File: config.mk
export PLATFORM = sky130hd
export DESIGN_NAME = reset_sequencer
export DESIGN_NICKNAME = d
export VERILOG_FILES = /design/src/rtl/reset_sequencer.sv
export SDC_FILE = /design/constraint.sdc
export NUM_CORES = 1
export LEC_CHECK = 0
export ABC_AREA = 1
export CAP_MARGIN = 20
export CORE_UTILIZATION = 23
export DETAILED_ROUTE_END_ITERATION = 8
export GPL_ROUTABILITY_DRIVEN = 0
export PLACE_DENSITY_LB_ADDON = 0.05
export RECOVER_POWER = 50
export SLEW_MARGIN = 20
export SYNTH_ARGS = -nofsm -noshare
export SYNTH_HDL_FRONTEND = slang
export SYNTH_SLANG_ARGS = --single-unit
File: constraint.sdc
create_clock -name clk -period 4.25 [get_ports clk]
set_input_delay 0.6375 -clock clk [delete_from_list [all_inputs] [get_ports clk]]
set_output_delay 0.6375 -clock clk [all_outputs]
set_load 0.005 [all_outputs]
File: src/rtl/reset_sequencer.sv
// reset_sequencer: holds reset channels until lock and POR delay are clean, releases them in order, re-enters on faults
module reset_sequencer #(
    parameter int NUM_OUT    = 3,
    parameter int POR_CYCLES = 256,
    parameter int STAGE_GAP  = 16,
    parameter int LOCK_FILT  = 64,
    parameter int CNT_W      = 16
) (
    input  logic               clk,
    input  logic               reset,
    input  logic               pll_lock,
    input  logic               ext_rst_n,
    input  logic               soft_rst,
    output logic [NUM_OUT-1:0] rst_out,
    output logic               done,
    output logic [3:0]         cause,
    output logic [7:0]         rst_count
);
    typedef enum logic [1:0] {ASSERT, RELEASE, RUN} state_t;
    state_t               r_state = ASSERT, w_state_nxt;
    logic                 r_lock_m = 1'b0, r_lock_s = 1'b0, r_ext_m = 1'b0, r_ext_s = 1'b0;
    logic [CNT_W-1:0]     r_lock_cnt = '0, r_por_cnt = '0, r_stage_cnt = '0;
    logic [CNT_W-1:0]     w_por_nxt, w_stage_nxt;
    logic [3:0]           r_idx = '0, w_idx_nxt;
    logic [NUM_OUT-1:0]   r_rst_out = '1, w_rst_nxt;
    logic                 r_done = 1'b0, w_done_nxt;
    logic [3:0]           r_cause = 4'b0001, w_cause_nxt;
    logic [7:0]           r_rst_count = '0, w_count_nxt;
    logic                 w_lock_ok, w_trig;
    assign w_lock_ok = r_lock_cnt == CNT_W'(LOCK_FILT);
    assign w_trig    = !w_lock_ok | !r_ext_s | soft_rst;
    assign rst_out   = r_rst_out;
    assign done      = r_done;
    assign cause     = r_cause;
    assign rst_count = r_rst_count;
    // synchronisers deliberately keep running through master reset
    always_ff @(posedge clk) begin
        r_lock_m <= pll_lock;
        r_lock_s <= r_lock_m;
        r_ext_m  <= ext_rst_n;
        r_ext_s  <= r_ext_m;
    end
    always_comb begin
        w_state_nxt = r_state;
        w_por_nxt   = r_por_cnt;
        w_stage_nxt = r_stage_cnt;
        w_idx_nxt   = r_idx;
        w_rst_nxt   = r_rst_out;
        w_done_nxt  = r_done;
        w_cause_nxt = r_cause;
        w_count_nxt = r_rst_count;
        case (r_state)
            ASSERT: begin
                w_rst_nxt  = '1;
                w_done_nxt = 1'b0;
                if (w_trig)
                    w_por_nxt = '0;
                else if (r_por_cnt == CNT_W'(POR_CYCLES - 1)) begin
                    w_rst_nxt   = '1 << 1;
                    w_state_nxt = (NUM_OUT == 1) ? RUN : RELEASE;
                    w_done_nxt  = NUM_OUT == 1;
                    w_stage_nxt = '0;
                    w_idx_nxt   = 4'd1;
                end else
                    w_por_nxt = r_por_cnt + 1'b1;
            end
            RELEASE: begin
                if (r_stage_cnt == CNT_W'(STAGE_GAP - 1)) begin
                    w_rst_nxt   = r_rst_out & ~(NUM_OUT'(1) << r_idx);
                    w_idx_nxt   = r_idx + 4'd1;
                    w_stage_nxt = '0;
                    w_state_nxt = (r_idx == 4'(NUM_OUT - 1)) ? RUN : RELEASE;
                    w_done_nxt  = r_idx == 4'(NUM_OUT - 1);
                end else
                    w_stage_nxt = r_stage_cnt + 1'b1;
            end
            RUN: ;
            default: w_state_nxt = ASSERT;
        endcase
        // a fault outside ASSERT wins over any release due on the same edge
        if (r_state != ASSERT && w_trig) begin
            w_state_nxt = ASSERT;
            w_rst_nxt   = '1;
            w_done_nxt  = 1'b0;
            w_por_nxt   = '0;
            w_cause_nxt = {soft_rst, !r_ext_s, !w_lock_ok, 1'b0};
            w_count_nxt = (r_rst_count == 8'hFF) ? r_rst_count : r_rst_count + 8'd1;
        end
    end
    always_ff @(posedge clk) begin
        if (reset) begin
            r_state     <= ASSERT;
            r_lock_cnt  <= '0;
            r_por_cnt   <= '0;
            r_stage_cnt <= '0;
            r_idx       <= '0;
            r_rst_out   <= '1;
            r_done      <= 1'b0;
            r_cause     <= 4'b0001;
            r_rst_count <= '0;
        end else begin
            r_state     <= w_state_nxt;
            r_lock_cnt  <= !r_lock_s ? '0 : w_lock_ok ? r_lock_cnt : r_lock_cnt + 1'b1;
            r_por_cnt   <= w_por_nxt;
            r_stage_cnt <= w_stage_nxt;
            r_idx       <= w_idx_nxt;
            r_rst_out   <= w_rst_nxt;
            r_done      <= w_done_nxt;
            r_cause     <= w_cause_nxt;
            r_rst_count <= w_count_nxt;
        end
    end
endmodule

======== Word level (Yosys, flattened, before mapping) ========
Index checks and enable logic that the tools add are counted.
operators by class
  $add $sub $neg .......................... 5
  eq/ne operators ......................... 11
  shift operators ......................... 1
  mux-type cells .......................... 21
  bitwise gates (word level) .............. 7
  reduce and logical (&&, ||, !) cells .... 14
operator list
  cell                   count
  $mux 16                5
  $add 16x1->16 const B  3
  $pmux 16 s2            1
  $eq 16x4->1 const B    1
  $eq 16x7->1 const B    1
  $eq 16x8->1 const B    1
  $mux 4                 3
  $add 8x1->8 const B    1
  $eq 8x8->1 const B     1
  $mux 2                 4
  $ne 2x2->1 const B     4
  $pmux 4 s2             1
  $reduce_and 4->1       2
  $pmux 2 s3             1
  $pmux 3 s2             1
  $reduce_and 2->1       3
  $add 4x1->4 const B    1
  $eq 4x2->1 const B     1
  $reduce_bool 2->1      2
  $reduce_or 2->1        2
  $shl 1x4->3 const A    1
  $and 3x3->3            1
  $mux 1                 3
  $mux 3                 1
  other kinds (10)       14
storage, ports and cells
  bits in registers ....................... 74
  input bits .............................. 5
  output and inout port bits .............. 16
  word-level logic and storage cells ...... 72

======== Longest topological paths before layout ========
  depth after elaboration ................. 6
  mapped depth ............................ 13
  gate-level depth less buffers ........... 12

======== Worst setup path before layout ========
No wires, ideal clock.
  path type ............................... input -> register
  from .................................... in soft_rst
  to ...................................... reg r_stage_cnt[7]
  setup time .............................. 0.132 ns
  arrival time ............................ 1.460 ns
  data required time ...................... 4.118 ns
  setup slack ............................. 2.658 ns
  stages on the path ...................... 7
  path buffers ............................ 1
  cells stage by stage .................... nor2_1 -> nand3_4 -> o21ai_2 -> nand2_2 -> buf_6 -> nand2_1 -> a21oi_1
on the way
  longest elaborated chain between the ends .. 3
ends and longest elaborated chain
  element                            line  RTL
  start, declared                    13    input logic soft_rst,
  $or 1x1->1                         31    assign w_trig = !w_lock_ok | !r_ext_s | soft_rst;
  $ne 2x2->1 (no source line)        n/a
  $reduce_and 3->1 (no source line)  n/a
  end signal, assigned               105   r_stage_cnt <= w_stage_nxt;
  end, declared                      22    logic [CNT_W-1:0] r_lock_cnt = '0, r_por_cnt = '0, r_stage_cnt = '0;
No other way between the ends.
A chain may end at the register's enable or synchronous reset.

======== Worst setup path in the final report ========
  from .................................... in soft_rst
  to ...................................... reg r_stage_cnt[1]
Same word-level chain as after synthesis.

==> PnR_summary.wiki <==
{| class="wikitable"
! Metric !! Value
|-
| Largest fanout on the critical path || 15
|-
| Post-cts gate resize count || 0
|-
| Average wire per standard cell || 11.71 um
|-
| Leading cell types by count after synthesis || 107 x sky130_fd_sc_hd__nand2_1, 74 x sky130_fd_sc_hd__dfxtp_1, 71 x sky130_fd_sc_hd__inv_1
|-
| IR Drop Worst-Case VDD || 164.8 uV
|-
| Maximum number of pins on one net before global-route repair || 22
|-
| Source-to-sink clock delay at the later pin of the worst-skew pair || 340 ps
|-
| Full die area || 0.01643 mm^2
|-
| Flip-flop cell with the highest count after synthesis || sky130_fd_sc_hd__dfxtp_1
|-
| DRC viols || 0
|-
| Final Hold Viols || 0
|-
| Worst R2R Path Depth || 9
|-
| Max-slew violation count || 0
|-
| Htree depth || 3
|-
| Area share of the leading cell type in the synthesized netlist || 0.4046
|-
| Switching Share || 0.2129
|-
| Final setup violation count || 0
|-
| Average instance area after synthesis || 6.908 um^2
|-
| Number of nets produced by synthesis || 542
|-
| Endpoint type of the worst setup path || flop
|-
| Number of antenna violations at the first check in global routing || 0
|-
| Maximum achievable frequency || 408.3 MHz
|-
| Global-route total usage across every layer || 0.1198
|-
| Number of enable-type register cells in the synthesized netlist || 0
|-
| Post-CTS Setup Repair Bufs || 0
|-
| Portion of total power attributed to combinational logic || 0.039
|-
| Number of cells produced by synthesis || 530
|-
| R2R Setup Slk || 1970 ps
|-
| Diode insertion count for antenna repair || 0
|-
| Worst-case clock buffer depth || 2
|-
| Transition time at the pin with the least slew margin || 848.6 ps
|-
| Power share of the clock group || 0.530
|-
| Via count || 3,334
|-
| Clock tree from TritonCTS || done
|-
| X dimension of the die || 128.2 um
|-
| Synthesized flop and latch total || 74
|-
| Remaining global-route overflow || 0
|-
| Number of nets in the layout || 564
|-
| RSZ-0062 raised after global routing || false
|-
| Number of placement rows || 45
|-
| Dominant cell by count in the synthesized netlist || sky130_fd_sc_hd__nand2_1
|-
| Critical setup path kind || primary input to flop
|-
| Final non-filler cell total || 768
|-
| # hold bufs at CTS || 0
|-
| Proportion of synthesized chip area in sequential cells || 0.4046
|-
| Number of max-cap violations || 0
|-
| Number of top-level design ports || 21
|-
| Net switching component of the power || 350.4 uW
|-
| Worst min-delay path category || flop to flop
|-
| Worst Setup SP || soft_rst
|-
| Sum of negative setup slack || 0 ps
|-
| Async set-reset flop share out of synthesis || 0
|-
| Core Footprint || 0.01537 mm^2
|-
| Height of the chip || 128.2 um
|-
| First DRT Iteration DRCs || 135
|-
| Overall routed net length || 8994 um
|-
| Cell area after synthesis || 0.003661 mm^2
|-
| HPWL Detailed || 6468 um
|-
| Clock slew at the register clock pins of the worst setup and hold paths || 60 ps
|-
| Global-route wire length before repair || 15,390 um
|-
| Total instance count after detailed placement || 752
|-
| Number of optimization iterations in the first detailed-route pass || 4
|-
| Capture point of the worst reg-to-reg path || r_stage_cnt[1]
|-
| Number of distinct library cell variants in the gate-level netlist after synthesis || 37
|-
| Power share of the sequential group || 0.431
|-
| Clock root cell || sky130_fd_sc_hd__clkbuf_16
|-
| Beginning of the worst register-to-register path || r_lock_cnt[0]
|-
| Cts bufs inserted || 9
|-
| Warnings, synthesis || 0
|-
| Crit path time final || 2449 ps
|-
| Max_slew headroom || 0.4337
|-
| # port buffers || 20
|-
| Antenna-violating nets left || 0
|-
| Leakage Power || 0.001676 uW
|-
| Startpoint Class || primary input
|-
| Run status || finished clean
|-
| Ratio of cells with drive above 1 in the final layout || 0.05566
|-
| Cell area power density || 375.6 mW/mm^2
|-
| Clock skew after layout || 5.482 ps
|-
| Fraction of the cycle the final worst path needs || 0.5763
|-
| Top cells by area, synth || sky130_fd_sc_hd__dfxtp_1 40%, sky130_fd_sc_hd__nand2_1 11%, sky130_fd_sc_hd__inv_1 7.3%
|-
| Layout-stage area growth over the synthesis result || 19.72%
|-
| Effective utilization at floorplan || 0.2382
|-
| Crit path DAT || 2670 ps
|-
| Crit path required time || 4470 ps
|-
| Critical path endpoint || r_stage_cnt[1]
|-
| Internal portion of total power || 1296 uW
|-
| Via density per instance || 4.341
|-
| Via count of the first global-routing pass || 3,149
|-
| Top cell type by total area after synthesis || sky130_fd_sc_hd__dfxtp_1
|-
| Clock sink total || 74
|}
[flip-flops by register name (all words and copies together), names as in the netlist, 2 cells and up]
signal / flops
cause: 4
r_idx: 4
r_lock_cnt: 16
r_por_cnt: 16
r_stage_cnt: 16
r_state: 2
rst_count: 8
rst_out: 3
[worst max-delay path, cell delays in order]
cell,delay (ps)
sky130_fd_sc_hd__dlygate4sd3_1,560
sky130_fd_sc_hd__nor2_1,130
sky130_fd_sc_hd__nand3_1,230
sky130_fd_sc_hd__o21ai_2,540
sky130_fd_sc_hd__nand2_2,350
sky130_fd_sc_hd__nand2_1,150
sky130_fd_sc_hd__a21oi_1,70
[cell families after synthesis]
kind of cell,count (synthesis),synth area share
DFF,74,0.4046
AOI/OAI and AO/OA,88,0.1306
buffers and inverters,84,0.09262
xor gates and xnor gates,7,0.01675
and+or+nand+nor,270,0.3315
adders and majority gates,7,0.02392
[power groups by stage]
stage,clock network [uW],logic (uW),registers [uW]
floorplan,0,45.5,724
global placement,0,69.9,725
detailed placement,0,70.3,725
CTS,908,70.3,710
global route,931,74.8,710
finish,873,64.1,709
[cell usage in the layout, fill, tap and decap left out, types with 3 or more instances in the layout]
cell,instances
sky130_fd_sc_hd__a211oi_1,3
sky130_fd_sc_hd__a21oi_1,47
sky130_fd_sc_hd__a31oi_1,3
sky130_fd_sc_hd__bufinv_16,3
sky130_fd_sc_hd__clkbuf_16,9
sky130_fd_sc_hd__dfxtp_1,74
sky130_fd_sc_hd__dlygate4sd3_1,20
sky130_fd_sc_hd__ha_1,7
sky130_fd_sc_hd__inv_1,72
sky130_fd_sc_hd__nand2_1,109
sky130_fd_sc_hd__nand3_1,47
sky130_fd_sc_hd__nand4_1,17
sky130_fd_sc_hd__nor2_1,72
sky130_fd_sc_hd__nor2_2,6
sky130_fd_sc_hd__nor3_1,7
sky130_fd_sc_hd__nor4_1,3
sky130_fd_sc_hd__o21ai_0,20
sky130_fd_sc_hd__o21ai_1,6
sky130_fd_sc_hd__xnor2_1,3
sky130_fd_sc_hd__xor2_1,4
[worst min-delay path by stage]
| stage | end | slack [ps] | startpoint | depth (start not counted) |
|---|---|---|---|---|
| 2_1_floorplan | r_ext_s | 310 | r_ext_m | 0 |
| 3_3_place_gp | r_lock_s | 310 | r_lock_m | 0 |
| 3_5_place_dp | r_lock_s | 310 | r_lock_m | 0 |
| 4_1_cts | r_lock_s | 330 | r_lock_m | 0 |
| 5_1_grt | r_ext_s | 330 | r_ext_m | 0 |
| 6_report | r_lock_s | 320 | r_lock_m | 0 |
[metal layers]
| layer | vias up | part of all wire | global-route usage | wire, um |
|---|---|---|---|---|
| met3 | 11 | 0.026 | 0.03088 | 237 |
| met5 | - | 0 | 0 | 0 |
| met4 | 0 | 0.018 | 0.05190 | 162 |
| met2 | 30 | 0.45 | 0.1973 | 4073 |
| met1 | 1509 | 0.50 | 0.1471 | 4520 |
| li1 | 1784 | - | - | - |
[through the flow]
step | setup slack (ps) | total power (uW) | instance area (um^2) | hold slack (ps) | utilization
6_report | 1801 | 1646 | 4383 | 325.0 | 0.2851
5_1_grt | 1554 | 1716 | 4383 | 333.2 | 0.2851
4_1_cts | 1941 | 1688 | 4410 | 328.0 | 0.2869
3_5_place_dp | 1586 | 795.4 | 4075 | 314.3 | 0.2651
3_3_place_gp | 1595 | 795.3 | 4075 | 313.0 | 0.2651
2_1_floorplan | 2658 | 769.2 | 3661 | 309.6 | -
[layout make-up]
cell class	count	area, um^2
timing repair buffer	22	215.2
inverter	73	274.0
clock buffer	11	232.7
clock inverter	5	102.6
tap	211	264.0
multi-input combinational	372	1813
fill	1696	10990
sequential	74	1481
Power figures use the tool's default switching activity.
